==> src/rtl/ms_fpu_mul_div.sv <==
// Shared iterative unsigned multiplier/divider for the FPU mantissa path.
// Multiply is radix-2 shift-add: one multiplier bit per enabled edge, 32 iterations.
// Divide is radix-2 restoring division of {D,28'h0} by S, MSB first, 60 iterations.
// A new start while busy aborts the running operation and restarts with the new operands.
module ms_fpu_mul_div (
   input  logic        AClkH,
   input  logic        AResetH,
   input  logic        AClkHEn,
   input  logic [1:0]  AStart,
   input  logic [31:0] ADataS,
   input  logic [31:0] ADataD,
   output logic [31:0] ADataR,
   output logic [31:0] ADataH,
   output logic        AWrEn,
   output logic        ABusy
);

   typedef enum logic [1:0] {
      IDLE = 2'd0,
      MUL  = 2'd1,
      DIV  = 2'd2
   } stateT;

   stateT       state;
   logic [31:0] opS;
   logic [63:0] mulAcc;
   logic [31:0] divRem;
   logic [59:0] divQuo;
   logic [5:0]  iterCnt;

   logic [32:0] mulSum;
   logic [63:0] mulNext;
   logic [32:0] remShift;
   logic [31:0] remDiff;
   logic        remGe;
   logic [31:0] remNext;
   logic [59:0] quoNext;

   // One shift-add step: the upper half accumulates S when the current multiplier
   // bit is set, then the whole product register shifts right, retiring that bit.
   always_comb begin
      mulSum  = {1'b0, mulAcc[63:32]} + (mulAcc[0] ? {1'b0, opS} : 33'd0);
      mulNext = {mulSum, mulAcc[31:1]};
   end

   // One restoring-division step: shift the next dividend bit into the remainder,
   // subtract the divisor if it fits, and shift the resulting quotient bit in at the
   // bottom of the dividend/quotient register. The remainder stays below S, so 32
   // stored bits are enough and the 32-bit difference is exact whenever it is kept.
   always_comb begin
      remShift = {divRem, divQuo[59]};
      remGe    = (remShift >= {1'b0, opS});
      remDiff  = remShift[31:0] - opS;
      remNext  = remGe ? remDiff : remShift[31:0];
      quoNext  = {divQuo[58:0], remGe};
   end

   // Control, datapath and result registers; everything advances only on enabled edges.
   always_ff @(posedge AClkH or posedge AResetH) begin
      if (AResetH) begin
         state   <= IDLE;
         opS     <= 32'h0;
         mulAcc  <= 64'h0;
         divRem  <= 32'h0;
         divQuo  <= 60'h0;
         iterCnt <= 6'd0;
         ADataR  <= 32'h0;
         ADataH  <= 32'h0;
         AWrEn   <= 1'b0;
         ABusy   <= 1'b0;
      end else if (AClkHEn) begin
         if (AStart != 2'b00) begin
            opS   <= ADataS;
            AWrEn <= 1'b0;
            ABusy <= 1'b1;
            if (AStart[1]) begin
               state   <= DIV;
               divRem  <= 32'h0;
               divQuo  <= {ADataD, 28'h0};
               iterCnt <= 6'd59;
            end else begin
               state   <= MUL;
               mulAcc  <= {32'h0, ADataD};
               iterCnt <= 6'd31;
            end
         end else begin
            AWrEn <= 1'b0;
            case (state)
               MUL: begin
                  mulAcc <= mulNext;
                  if (iterCnt == 6'd0) begin
                     state  <= IDLE;
                     ABusy  <= 1'b0;
                     AWrEn  <= 1'b1;
                     ADataR <= mulNext[50:19];
                     ADataH <= {13'h0, mulNext[18:0]};
                  end else begin
                     iterCnt <= iterCnt - 6'd1;
                  end
               end
               DIV: begin
                  divRem <= remNext;
                  divQuo <= quoNext;
                  if (iterCnt == 6'd0) begin
                     state <= IDLE;
                     ABusy <= 1'b0;
                     AWrEn <= 1'b1;
                     if (opS == 32'h0) begin
                        ADataR <= 32'hFFFF_FFFF;
                        ADataH <= 32'h0;
                     end else begin
                        ADataR <= quoNext[31:0];
                        ADataH <= remNext;
                     end
                  end else begin
                     iterCnt <= iterCnt - 6'd1;
                  end
               end
               default: begin
               end
            endcase
         end
      end
   end

endmodule

==> config.mk <==
export PLATFORM = sky130hd
export DESIGN_NAME = ms_fpu_mul_div
export DESIGN_NICKNAME = d
export VERILOG_FILES = /design/src/rtl/ms_fpu_mul_div.sv
export SDC_FILE = /design/constraint.sdc
export NUM_CORES = 1
export LEC_CHECK = 0
export CAP_MARGIN = 20
export CORE_ASPECT_RATIO = 0.9
export CORE_MARGIN = 2
export CORE_UTILIZATION = 35
export DETAILED_ROUTE_END_ITERATION = 10
export HOLD_SLACK_MARGIN = 0.03
export SETUP_SLACK_MARGIN = 0.15
export SYNTH_ARGS = -nofsm -noshare
export SYNTH_HDL_FRONTEND = slang
export SYNTH_SLANG_ARGS = --single-unit
export TNS_END_PERCENT = 100
==> constraint.sdc <==
create_clock -name AClkH -period 25.1 [get_ports AClkH]
set_input_delay 5.02 -clock AClkH [delete_from_list [all_inputs] [get_ports AClkH]]
set_output_delay 5.02 -clock AClkH [all_outputs]
set_load 0.02 [all_outputs]
Yosys cells after proc, flatten, opt, wreduce, memory -nomap -nowiden
Cells that the tools add are included.
- input port bits: 69
- bits in registers: 262
- word-level logic and storage cells: 70
- bitwise gates (word level): 1
- muxes and demuxes: 33
- reductions and logical operators: 15
- add/sub/neg operators: 3
- magnitude comparators: 1
- equality and inequality tests: 7
- operators by type and width (operator ; count):
    two-way mux 32 bit ; 11
    two-way mux 64 bit ; 3
    two-way mux 60 bit ; 3
    one-hot mux 32 bit (2 select lines) ; 2
    adder 32 x 32 -> 33 bit ; 1
    greater-or-equal comparator 33 x 32 -> 1 bit ; 1
    logical NOT 32 bit ; 1
    subtractor 32 bit ; 1
    two-way mux 6 bit ; 4
    AND reduction 3 bit ; 4
    nonzero test 2 bit ; 6
    != test 2 bit, second input constant ; 5
    two-way mux 2 bit ; 4
    logical NOT 6 bit ; 1
    two-way mux 1 bit ; 6
    subtractor 6 x 1 -> 6 bit, second input constant ; 1
    AND reduction 5 bit ; 1
    equality test 2 x 1 -> 1 bit, second input constant ; 1
    equality test 2 bit, second input constant ; 1
    AND reduction 2 bit ; 1
    OR reduction 2 bit ; 1
    NOT 1 bit ; 1

Logic depth before layout (Yosys ltp)
Gate-level depths: netlist of run 1.
- depth in word-level cells: 5
- gate-level depth with buffers: 13

Worst setup path after synthesis of run 1
Ideal clock, no wire load.
- kind: input to register
- start point: input port AStart[1]
- end point: register opS[10]
- arrival: 6.626 ns
- stages on the path: 6
- required time: 24.975 ns
- slack: 18.349 ns
- library setup time: 0.125 ns
- cell sequence: clkbuf_1 or2_2 clkbuf_1 nand2_1 clkbuf_1 mux2_2
- longest elaborated chain between the ends: 2
- ends and longest elaborated chain (what ; RTL line ; source):
    start, declared ; 9 ; input logic [1:0] AStart,
    nonzero test 2 bit ; 72 ; if (AStart != 2'b00) begin
    AND reduction 2 bit (no source line) ; - ;
    end signal, assigned ; 73 ; opS <= ADataS;
    end, declared ; 25 ; logic [31:0] opS;
No other way between the ends.
A chain may end at the register's enable or synchronous reset.

Worst setup path in the final report of run 1
- start point: input port AClkHEn
- end point: register ADataH[31]
- longest elaborated chain between the ends: 1
- ends and longest elaborated chain (what ; RTL line ; source):
    start, declared ; 8 ; input logic AClkHEn,
    AND reduction 5 bit (no source line) ; - ;
    end signal, assigned ; 96 ; ADataH <= {13'h0, mulNext[18:0]};
    end signal, assigned ; 113 ; ADataH <= remNext;
    end, declared ; 13 ; output logic [31:0] ADataH,
No other way between the ends.

==> results.md, run 1 <==
* Total via count in the routed design at approximately 13000
* Detailed-route wire length per cell at 19.6 um
* Drt first pass iters at 5
* Setup repair after global routing missed its margin: false
* Data required, critical path at 25.59 ns
* Power Internal at 0.000976 W
* Crit path cell chain: clkdlybuf4s50_1 > buf_4 > nor2b_1 > nand3_4 > buf_4 > buf_16 > or2_2 > nand2b_1 > o21ai_0
* Type of element capturing the critical path: register
* Starting utilization of the core area at 35.5%
* Net Switching at 0.000502 W
* Total power of the final layout at 0.00148 W
* Number of antenna violations at the first check in global routing at 2
* Cell type with the largest total area after synthesis: sky130_fd_sc_hd__dfrtp_1
* Post-CTS setup repair buffer count at 0
* Run status: completed
* Switching fraction of total power at about 34%
* Placer's final routability congestion estimate at around 0.88
* Width of the chip at 221 um
* Fillers at 4096
* Leak pwr at 7.74 nW
* Actual slew at the worst max-slew pin at 0.984 ns
* Half-perimeter wire length after placement at 30700 um
* Combined buffer and inverter count along the critical path at 4
* Final-report hold violation count at 0
* Via-per-instance ratio at 5.59
* Buffer levels on the longest clock path at 3
* Synthesized net count at approximately 1700
* Core region area at 41800 um2
* Final WL at 44200 um
* Critical path's largest stage delay at between 0.5 and 0.6 ns
* Path class of the lowest-slack min-delay path: register to register
* Number of I/O port buffers at 134
* Hold bufs inserted after CTS at 0
* Dominant delay contributor by cell family on the critical path: buffers and inverters
* CTS H-tree depth at 1
* Count of instances resized after the clock tree is built at 0
* Worst clock skew on the final layout at 0.0138 ns
* Largest fanout on the critical path at 66
* Critical-path top delay cell: sky130_fd_sc_hd__or2_2
* TritonCTS clock tree: yes
* EDFF count, synth at 0
* Post-layout util at 42.3%
* Synthesis Warnings at 0
* Final setup vio count at 0
* Accumulated negative setup slack at 0 ns
* Clock transition at the registers of the reported paths at roughly 0.060 ns
* Post-layout instance area at 17700 um2
* Source-to-sink clock delay at the later pin of the worst-skew pair at around 0.59 ns
* Clock buffer count from CTS at 29
* # diodes at 0
* # Max-Cap Violations at 0
* Top cell type's share of synthesized area at 44.1%
* Relative max-transition margin at around a third
* Cell repeated most along the worst path: sky130_fd_sc_hd__buf_4
* Primary flip-flop cell chosen by synthesis mapping: sky130_fd_sc_hd__dfrtp_1
* Nets at 1820
* Total number of clock tree sinks at 262
* Period minus WS final at 7.60 ns
* #FFs+latches synth at 262
* Logic gate share of total power at 29.5%
* Largest net degree at the start of global routing at 129
* Number of instances in the synthesized netlist at between 1500 and 2000
* Row Count at 71
* Period Utilization, post-route at 30.3%
* Number of nets with antenna violations after detailed routing at 0
* Kind of start point of the critical path: primary input
* Pwr per Cell Area at 83.5 nW/um2
* Count of pins over their slew limit at 0
* Vias in the first global route at 12200
* Overall overflow remaining after global route at 0
* Remaining routing DRC violations at 0
* Mapped cell area at 14900 um2
* Sequential cell fraction of total power at 38.8%
* Global-route total usage across every layer at approximately a fifth
* Full die area at 44100 um2
* Root cell of the clock tree: sky130_fd_sc_hd__clkbuf_16
* Share of synthesized registers carrying an async set or reset at 100%
* Largest voltage drop on the vdd net at 0.0693 mV
* Global-route wire length before repair at 69700 um
* Share of synthesized area occupied by flip-flops and latches at 44.1%
* Number of different library cells in the post-synthesis netlist at 71
* Vertical extent of the die at 199 um
* Max Fclk at around 130 MHz
* Synth top area cells: sky130_fd_sc_hd__dfrtp_1 44%, sky130_fd_sc_hd__ha_1 5.7%, sky130_fd_sc_hd__nand2_1 5.5%, sky130_fd_sc_hd__o21ai_0 5.2%, sky130_fd_sc_hd__a21oi_1 3.6%
* Critical path class: primary input to register
* Placed inst area at between 15000 and 20000 um2
* IO Count at 135
* P&R area growth vs syn at 19.1%
* Clock power frac at 31.7%
* Post-synthesis average cell area at roughly 9 um2
* Layout cells sized above 1 at 6.99%
* Initial DRC Count at 1164
* Arrival time worst endpoint at about 8.1 ns
==> metal layers <==
metal  share of wire (%)  track usage (%)
met5                   0            0.445
met3                 6.1             3.57
met4                 2.2             4.67
met2                  44             30.8
met1                  47             28.1
==> cells by family after synthesis <==
| family | after synthesis | synth area share (%) |
|---|---|---|
| buffers and inverters | 161 | 4.29 |
| XOR/XNOR | 50 | 2.95 |
| AND/OR/NAND/NOR | 481 | 15.8 |
| adder cells (fa/ha/maj) | 70 | 6.00 |
| flip-flops | 262 | 44.1 |
| AO/OA/AOI/OAI | 519 | 22.6 |
| multiplexers | 59 | 4.28 |
==> metrics by stage <==
step	hold slack, ns	setup WS (ns)	std cells
2_1_floorplan	0.439	12.87	1602
3_3_place_gp	0.448	17.02	2196
3_5_place_dp	0.456	16.94	2196
4_1_cts	0.465	17.53	2249
5_1_grt	0.493	17.28	2250
6_report	0.464	17.50	2250
==> placed cells by master (no fill, tap or decap), types with 13 or more instances in the layout <==
master                            synthesis  layout
sky130_fd_sc_hd__a211oi_1                13      13
sky130_fd_sc_hd__a21o_1                  34      34
sky130_fd_sc_hd__a21oi_1                108     108
sky130_fd_sc_hd__a22o_1                  41      41
sky130_fd_sc_hd__a32oi_1                 38      38
sky130_fd_sc_hd__and2_1                  37      37
sky130_fd_sc_hd__buf_4                    4      15
sky130_fd_sc_hd__clkbuf_16                0      29
sky130_fd_sc_hd__clkdlybuf4s50_1          0     133
sky130_fd_sc_hd__dfrtp_1                262     262
sky130_fd_sc_hd__ha_1                    68      67
sky130_fd_sc_hd__inv_1                   59      58
sky130_fd_sc_hd__mux2_2                  32      32
sky130_fd_sc_hd__mux2i_1                 26      26
sky130_fd_sc_hd__nand2_1                216     216
sky130_fd_sc_hd__nand3_1                 26      25
sky130_fd_sc_hd__nand4_1                 16      16
sky130_fd_sc_hd__nor2_1                  52      51
sky130_fd_sc_hd__nor2b_1                 39      39
sky130_fd_sc_hd__nor3_1                  16      16
sky130_fd_sc_hd__nor3b_1                 21      21
sky130_fd_sc_hd__nor4_1                  15      15
sky130_fd_sc_hd__o21ai_0                153     152
sky130_fd_sc_hd__o22ai_1                 29      29
sky130_fd_sc_hd__o31ai_1                 13      13
sky130_fd_sc_hd__xnor2_1                 32      32
sky130_fd_sc_hd__xor2_1                  18      18
==> worst register-to-register path: cells and delay by family, from the launching register on <==
kind                       cells  cell delay (ns)
AOI/OAI and AO/OA              5             1.60
DFF                            1             0.95
and+or+nand+nor                4             0.84
adders and majority gates      2             0.59
buffers and inverters          1             0.07
==> path summary, 6_finish.rpt <==
check / start / endpoint / slack [ns] / depth (start not counted)
worst max-delay path: AClkHEn / ADataH[31] / 17.50 / 9
worst min-delay path: divQuo[37] / divQuo[38] / 0.46 / 2
worst max register to register: mulAcc[0] / mulAcc[59] / 20.96 / 12
worst min register to register: divQuo[37] / divQuo[38] / 0.46 / 2
max in group asynchronous: AResetH / ADataH[21] / 18.67 / 3
min in group asynchronous: AResetH / mulAcc[42] / 4.99 / 2
==> power by group through the flow <==
stage | Combinational (W) | Sequential (W) | Clock (W)
6_report | 0.000436 | 0.000574 | 0.000468
5_1_grt | 0.000479 | 0.000583 | 0.000495
3_5_place_dp | 0.000435 | 0.000581 | 0
2_1_floorplan | 0.000229 | 0.000600 | 0
4_1_cts | 0.000437 | 0.000574 | 0.000478
3_3_place_gp | 0.000428 | 0.000580 | 0
==> flip-flops by register name, summed over array words and instances (netlist names) <==
signal,count
mulAcc,64
divQuo,60
ADataH,32
ADataR,32
divRem,32
opS,32
iterCnt,6
state,2
ABusy,1
AWrEn,1
==> Yosys cell counts, types with 34 or more instances <==
master,n
sky130_fd_sc_hd__a21o_1,34
sky130_fd_sc_hd__a21oi_1,108
sky130_fd_sc_hd__a22o_1,41
sky130_fd_sc_hd__a32oi_1,38
sky130_fd_sc_hd__and2_1,37
sky130_fd_sc_hd__clkbuf_1,82
sky130_fd_sc_hd__dfrtp_1,262
sky130_fd_sc_hd__ha_1,68
sky130_fd_sc_hd__inv_1,59
sky130_fd_sc_hd__nand2_1,216
sky130_fd_sc_hd__nor2_1,52
sky130_fd_sc_hd__nor2b_1,39
sky130_fd_sc_hd__o21ai_0,153
==> layout make-up <==
class                           instances  area (um2)  share of cell area [%]
Sequential cell                       262        6560                    37.1
Multi-Input combinational cell       1179        7700                    43.5
Timing Repair Buffer                  150        1480                    8.35
Inverter                               59         229                    1.29
Clock inverter                         14         216                    1.22
Clock buffer                           39         823                    4.65
Tap cell                              547         684                    3.87
Note: power is estimated with default switching activity, not from simulation.
==> run 2: changes to the inputs <==
==> constraint.sdc (replaced) <==
create_clock -name AClkH -period 6.84 [get_ports AClkH]
set_input_delay 1.368 -clock AClkH [delete_from_list [all_inputs] [get_ports AClkH]]
set_output_delay 1.368 -clock AClkH [all_outputs]
set_load 0.02 [all_outputs]
==> run 2 against run 1 <==
  * Setup slack got worse by 15 ns
  * Largest cell class unchanged
  * Die area did not move
  * Flip-flop and latch count did not move
  * Sequential share of layout area rose by 0.13 points
  * Sequential power rose to 3.6 times the previous value
  * Power rose to 3.6 times the previous value
==> results.md, run 2 (synthesis gave the netlist of run 1 again) <==
* Starting utilization of the core area at 35.5% (unchanged)
* Vertical extent of the die at 199 um (unchanged)
* Relative max-transition margin at 34.1% (-0.23 points)
* Critical path class: primary input to register
* Data required, critical path at 7.33 ns (-18.26 ns)
* Run status: completed
* Count of instances resized after the clock tree is built at 0 (unchanged)
* Min setup slack post-route at 2.68 ns (-14.83 ns)
* P&R area growth vs syn at 18.7%
* Detailed-route wire length per cell at 19.7 um (+0.25%)
* Global-route total usage across every layer at 19.8% (+0.18 points)
* Flip-flop and latch area at 6560 um2 (unchanged)
* Hold bufs inserted after CTS at 0 (unchanged)
* Period minus WS final at approximately 4.2 ns
* IO Count at 135 (unchanged)
* Number of I/O port buffers at 134 (unchanged)
* Total via count in the routed design at 12500 (-0.80%)
* Final WL at 44300 um (+0.25%)
* Row Count at 71 (unchanged)
* Via-per-instance ratio at 5.54 (-0.80%)
* Post-layout instance area at 17600 um2 (-0.34%)
* Width of the chip at 221 um (unchanged)
* Clock transition at the registers of the reported paths at 0.06 ns (about the same)
* Half-perimeter wire length after placement at 31200 um (+1.5%)
* Reg-to-reg startpoint: mulAcc[0]
* Largest reg by FF count: mulAcc
* # diodes at 0 (unchanged)
* Type of element capturing the critical path: register
* Remaining routing DRC violations at 0 (unchanged)
* Most common cell after layout, fill and taps aside: sky130_fd_sc_hd__dfrtp_1
* Initial DRC Count at 1015 (-13%)
* Layout cells sized above 1 at 6.93% (-0.059 points)
* Accumulated negative setup slack at 0 ns (unchanged)
* Overall overflow remaining after global route at 0 (unchanged)
* Total number of clock tree sinks at 262 (unchanged)
* Buffer levels on the longest clock path at 3 (unchanged)
* Kind of start point of the critical path: primary input
* Pwr per Cell Area at 300 nW/um2 (+260%)
* Setup repair after global routing missed its margin: false
* Endpoint of the worst-slack reg-to-reg timing path: mulAcc[59]
* Area used by multi-input combinational logic at 7700 um2 (unchanged)
* Final setup vio count at 0 (unchanged)
* Crit path capture: ADataH[27]
* Drt first pass iters at 5 (unchanged)
* Worst clock skew on the final layout at 0.0237 ns (+0.00995 ns)
* Global-route wire length before repair at 70000 um (+0.37%)
* Clock buffer count from CTS at 30 (+3.4%)
* Final-report hold violation count at 0 (unchanged)
* Source-to-sink clock delay at the later pin of the worst-skew pair at 0.59 ns (about the same)
* Largest register FFs at 64 (unchanged)
* Arrival time worst endpoint at 4.66 ns (-3.43 ns)
* Path class of the lowest-slack min-delay path: register to register
* TritonCTS clock tree: yes
* Largest voltage drop on the vdd net at 0.272 mV (+290%)
* Path depth of the worst reg2reg path at 13 (+1)
* CTS H-tree depth at 1 (unchanged)
* # Max-Cap Violations at 0 (unchanged)
* Max Fclk at 240 MHz
* Highest-count cells in the layout ignoring fill and taps: 262 x sky130_fd_sc_hd__dfrtp_1, 216 x sky130_fd_sc_hd__nand2_1, 152 x sky130_fd_sc_hd__o21ai_0, 133 x sky130_fd_sc_hd__clkdlybuf4s50_1, 108 x sky130_fd_sc_hd__a21oi_1
* Nets at 1822 (+0.11%)
* Period Utilization, post-route at 60.9%
* Actual slew at the worst max-slew pin at 0.988 ns (+0.00456 ns)
* Core region area at 41800 um2 (unchanged)
* Number of antenna violations at the first check in global routing at 0 (-2)
* Placer's final routability congestion estimate at 0.884 (about the same)
* Leak pwr at 7.70 nW (-0.50%)
* Count of pins over their slew limit at 0 (unchanged)
* Largest registers: mulAcc x64, divQuo x60
* Fillers at 4139 (+1.0%)
* Post-CTS setup repair buffer count at 0 (unchanged)
* Root cell of the clock tree: sky130_fd_sc_hd__clkbuf_16
* Setup slack, reg-to-reg at 3.11 ns (-17.85 ns)
* Largest fanout on the critical path at 67 (+1.5%)
* Pre-CTS setup slack at 2.10 ns (-14.84 ns)
* Worst Setup SP: AStart[1]
* Full die area at 44100 um2 (unchanged)
* Number of nets with antenna violations after detailed routing at 0 (unchanged)
* Placed inst area at 16700 um2 (+0.22%)
* Vias in the first global route at 12100 (-1.0%)
* Largest net degree at the start of global routing at 165 (+28%)
run 2: final cells by class:
cell class,count,area share (%)
clock buffers,42,4.91
repair buffers,151,8.45
inverters,59,1.28
flip-flops and latches,262,37.2
well taps,547,3.88
multi-input cells,1179,43.7
clock inverters,10,0.596
run 2: critical path: stages:
cell and delay, ns:
sky130_fd_sc_hd__clkdlybuf4s50_1 0.80, sky130_fd_sc_hd__nor2_1 0.54, sky130_fd_sc_hd__nand3_4 0.69, sky130_fd_sc_hd__or2_2 0.77, sky130_fd_sc_hd__nand2b_1 0.29, sky130_fd_sc_hd__o21ai_0 0.20
run 2: how the worst min path moves through the flow:
| stage | startpoint | end | slack [ns] | cells after the start |
|---|---|---|---|---|
| after CTS | divQuo[31] | divQuo[32] | 0.47 | 2 |
| after global placement | divQuo[45] | divQuo[46] | 0.45 | 2 |
| after detailed placement | divQuo[43] | divQuo[44] | 0.45 | 2 |
| after floorplan | divQuo[31] | divQuo[32] | 0.44 | 2 |
| after global routing | divQuo[58] | divQuo[59] | 0.49 | 2 |
| final | divQuo[57] | divQuo[58] | 0.47 | 2 |
run 2: power by group:
| group | internal [W] | total, W | leakage (nW) | switching (W) |
|---|---|---|---|---|
| sequential | 0.00185 | 0.00209 | 3.39 | 0.000245 |
| clock | 0.000916 | 0.00160 | 0.475 | 0.000680 |
| combinational | 0.000700 | 0.00160 | 3.84 | 0.000904 |
run 2: per-stage QoR:
stage / power (W) / cells / hold WS, ns / utilization, %
finish: 0.00529 / 2250 / 0.472 / 42.1
global route: 0.00560 / 2250 / 0.489 / 42.1
CTS: 0.00535 / 2250 / 0.473 / 42.1
detailed placement: 0.00373 / 2198 / 0.455 / 39.8
global placement: 0.00369 / 2197 / 0.450 / 39.8
floorplan: 0.00304 / 1602 / 0.439 / -
run 2: per-layer routing:
metal / up-vias / wire, um / global-route usage [%]
met2: 315 / 19800 / 31.3
met1: 6147 / 21200 / 28.5
li1: 5952 / - / -
met4: 0 / 903 / 4.70
met3: 61 / 2330 / 3.26
met5: - / 0 / 0
==> run 3: changes to the inputs <==
==> constraint.sdc (replaced) <==
create_clock -name AClkH -period 4.25 [get_ports AClkH]
set_input_delay 0.85 -clock AClkH [delete_from_list [all_inputs] [get_ports AClkH]]
set_output_delay 0.85 -clock AClkH [all_outputs]
set_load 0.02 [all_outputs]
==> run 3 against run 2 <==
  * Core utilization up 0.35 points
  * Clock power up 62%
  * Hold slack about the same
  * Via count up 0.96%
  * Critical path depth up 6
  * Sequential share of layout area down 0.30 points
  * Clock skew down 0.0072 ns
  * Setup slack worse by 1.8 ns
  * Count of clock-buffer cells in the layout down 7
  * Sequential power up 60%
  * Combinational power up 63%
  * Die area unchanged
==> results.md, run 3 (synthesis gave the netlist of run 1 again) <==
* Power Internal at 0.00562 W (+62%)
* Remaining routing DRC violations at 0 (unchanged)
* Critical path's largest stage delay at 0.63 ns (-0.17 ns)
* Critical-path top delay cell: sky130_fd_sc_hd__o311ai_1
* Count of pins over their slew limit at 0 (unchanged)
* Kind of start point of the critical path: register
* Post-CTS setup repair buffer count at 0 (unchanged)
* TritonCTS clock tree: yes
* Period minus WS final at 3.41 ns
* Pre-CTS setup slack at 0.699 ns (-1.40 ns)
* Root cell of the clock tree: sky130_fd_sc_hd__clkbuf_16
* Most common cell after layout, fill and taps aside: sky130_fd_sc_hd__dfrtp_1
* Post-layout instance area at 17800 um2 (+0.82%)
* Number of antenna violations at the first check in global routing at 1 (+1)
* Largest registers: mulAcc x64, divQuo x60
* Largest register FFs at 64 (unchanged)
* Hold bufs inserted after CTS at 0 (unchanged)
* Run status: completed
* Logic gate share of total power at 30.5% (+0.2 points)
* # diodes at 0 (unchanged)
* Width of the chip at 221 um (unchanged)
* Post-layout util at 42.5% (+0.35 points)
* Global-route total usage across every layer at 20.1% (+0.27 points)
* Combined buffer and inverter count along the critical path at 1 (unchanged)
* Nets at 1832 (+0.55%)
* Half-perimeter wire length after placement at 32200 um (+3.4%)
* Number of I/O port buffers at 134 (unchanged)
* Relative max-transition margin at 49.6% (+16 points)
* Period Utilization, post-route at 80.1%
* Path class of the lowest-slack min-delay path: register to register
* CTS H-tree depth at 1 (unchanged)
* Max Fclk at just under 300 MHz
* Global-route wire length before repair at 71300 um (+1.9%)
* Largest net degree at the start of global routing at 65 (-61%)
* # Max-Cap Violations at 0 (unchanged)
* Crit path cell chain: and2_1 > ha_1 > inv_1 > fa_1 > nand2b_1 > a21oi_1 > o21ai_1 > a21o_1 > o311ai_1 > nand4_1 > nor3b_1 > o31ai_1
* Initial DRC Count at 1011 (-0.39%)
* Type of element capturing the critical path: register
* Vertical extent of the die at 199 um (unchanged)
* Count of instances resized after the clock tree is built at 0 (unchanged)
* P&R area growth vs syn at 19.6%
* Number of nets with antenna violations after detailed routing at 0 (unchanged)
* Drt first pass iters at 5 (unchanged)
* Row Count at 71 (unchanged)
* Layout cells sized above 1 at 7.64% (+0.71 points)
* Setup repair after global routing missed its margin: false
* Worst hold slack after final layout at 0.473 ns (+0.000156 ns)
* Arrival time worst endpoint at 3.90 ns (-0.76 ns)
* Total via count in the routed design at 12600 (+0.96%)
* Clock buffer count from CTS at 29 (-3.3%)
* Core region area at 41800 um2 (unchanged)
* Min setup slack post-route at 0.845 ns (-1.83 ns)
* Final-report hold violation count at 0 (unchanged)
* Worst Setup SP: opS[0]
* Vias in the first global route at 12500 (+2.9%)
* Critical path class: register to register
* Clock transition at the registers of the reported paths at 0.07 ns (about the same)
* Source-to-sink clock delay at the later pin of the worst-skew pair at 0.58 ns (about the same)
* IO Count at 135 (unchanged)
* Reg-to-reg startpoint: opS[0]
* Start point of the worst min-delay path: divQuo[57]
* Final WL at 44600 um (+0.79%)
* Data required, critical path at 4.74 ns (-2.59 ns)
* Buffer levels on the longest clock path at 3 (unchanged)
* Largest reg by FF count: mulAcc
* Via-per-instance ratio at 5.57 (+0.47%)
* Leak pwr at 7.79 nW (+1.1%)
* Placer's final routability congestion estimate at 0.898 (+1.6%)
* Pwr per Cell Area at 482 nW/um2 (+60%)
* Total number of clock tree sinks at 262 (unchanged)
* Sequential cell fraction of total power at 39.1% (-0.4 points)
* Clock power frac at 30.4% (+0.2 points)
* Largest voltage drop on the vdd net at 0.314 mV (+15%)
* Full die area at 44100 um2 (unchanged)
* Overall overflow remaining after global route at 0 (unchanged)
* Final setup vio count at 0 (unchanged)
* Highest-count cells in the layout ignoring fill and taps: 262 x sky130_fd_sc_hd__dfrtp_1, 216 x sky130_fd_sc_hd__nand2_1, 152 x sky130_fd_sc_hd__o21ai_0, 133 x sky130_fd_sc_hd__clkdlybuf4s50_1, 108 x sky130_fd_sc_hd__a21oi_1
* Largest fanout on the critical path at 4 (-94%)
* Worst clock skew on the final layout at 0.0165 ns (-0.00720 ns)
* Detailed-route wire length per cell at 19.7 um (+0.30%)
* Net Switching at 0.00294 W (+61%)
* Placed inst area at 16800 um2 (+0.74%)
* Switching fraction of total power at 34.4% (-0.17 points)
* Dominant delay contributor by cell family on the critical path: compound AO/OA/AOI/OAI gates
* Fillers at 4115 (-0.58%)
* Starting utilization of the core area at 35.5% (unchanged)
* Actual slew at the worst max-slew pin at 0.755 ns (-0.233 ns)
run 3: worst register-to-register path, stage by stage (launching register included):
cell and delay (ns):
sky130_fd_sc_hd__dfrtp_1 0.47, sky130_fd_sc_hd__and2_1 0.17, sky130_fd_sc_hd__ha_1 0.18, sky130_fd_sc_hd__inv_1 0.06, sky130_fd_sc_hd__fa_1 0.40, sky130_fd_sc_hd__nand2b_1 0.19, sky130_fd_sc_hd__a21oi_1 0.25, sky130_fd_sc_hd__o21ai_1 0.17
sky130_fd_sc_hd__a21o_1 0.22, sky130_fd_sc_hd__o311ai_1 0.63, sky130_fd_sc_hd__nand4_1 0.18, sky130_fd_sc_hd__nor3b_1 0.18, sky130_fd_sc_hd__o31ai_1 0.21
run 3: power by group through the flow:
stage / Clock, W / Combinational [W] / Sequential [W]
floorplan: 0 / 0.00135 / 0.00354
CTS: 0.00266 / 0.00263 / 0.00335
detailed placement: 0 / 0.00261 / 0.00339
finish: 0.00260 / 0.00261 / 0.00335
global route: 0.00276 / 0.00288 / 0.00341
global placement: 0 / 0.00258 / 0.00338
run 3: cell type report:
cell class,instances,area [um2],area share [%]
timing repair buffer,162,1630,9.19
clock buffer,35,788,4.43
multi-input combinational,1179,7700,43.3
sequential,262,6560,36.9
tap,547,684,3.85
inverter,59,225,1.27
clock inverter,17,185,1.04
run 3: metal layers:
| layer | part of all wire (%) | vias to the layer above | global-route usage, % |
|---|---|---|---|
| met1 | 48 | 6198 | 29.1 |
| met3 | 5.3 | 67 | 3.18 |
| li1 | - | 5976 | - |
| met4 | 2.3 | 2 | 5.07 |
| met2 | 44 | 352 | 31.4 |
| met5 | 0.018 | - | 0 |
run 3: final timing paths:
check                        endpoint  slack, ns  cells after the start
setup / recovery           mulAcc[59]       0.84                     12
hold / removal             divQuo[58]       0.47                      2
setup reg to reg           mulAcc[59]       0.84                     12
hold reg to reg            divQuo[58]       0.47                      2
max in group asynchronous  divRem[22]       2.80                      4
min in group asynchronous  ADataR[29]       0.59                      2
run 3: stage by stage:
step	power (W)	setup TNS, ns	instances
final	0.00856	0	2261
after global routing	0.00905	0	2261
after CTS	0.00864	0	2260
after detailed placement	0.00601	0	2208
after global placement	0.00596	0	2208
after floorplan	0.00489	-14.55	1602
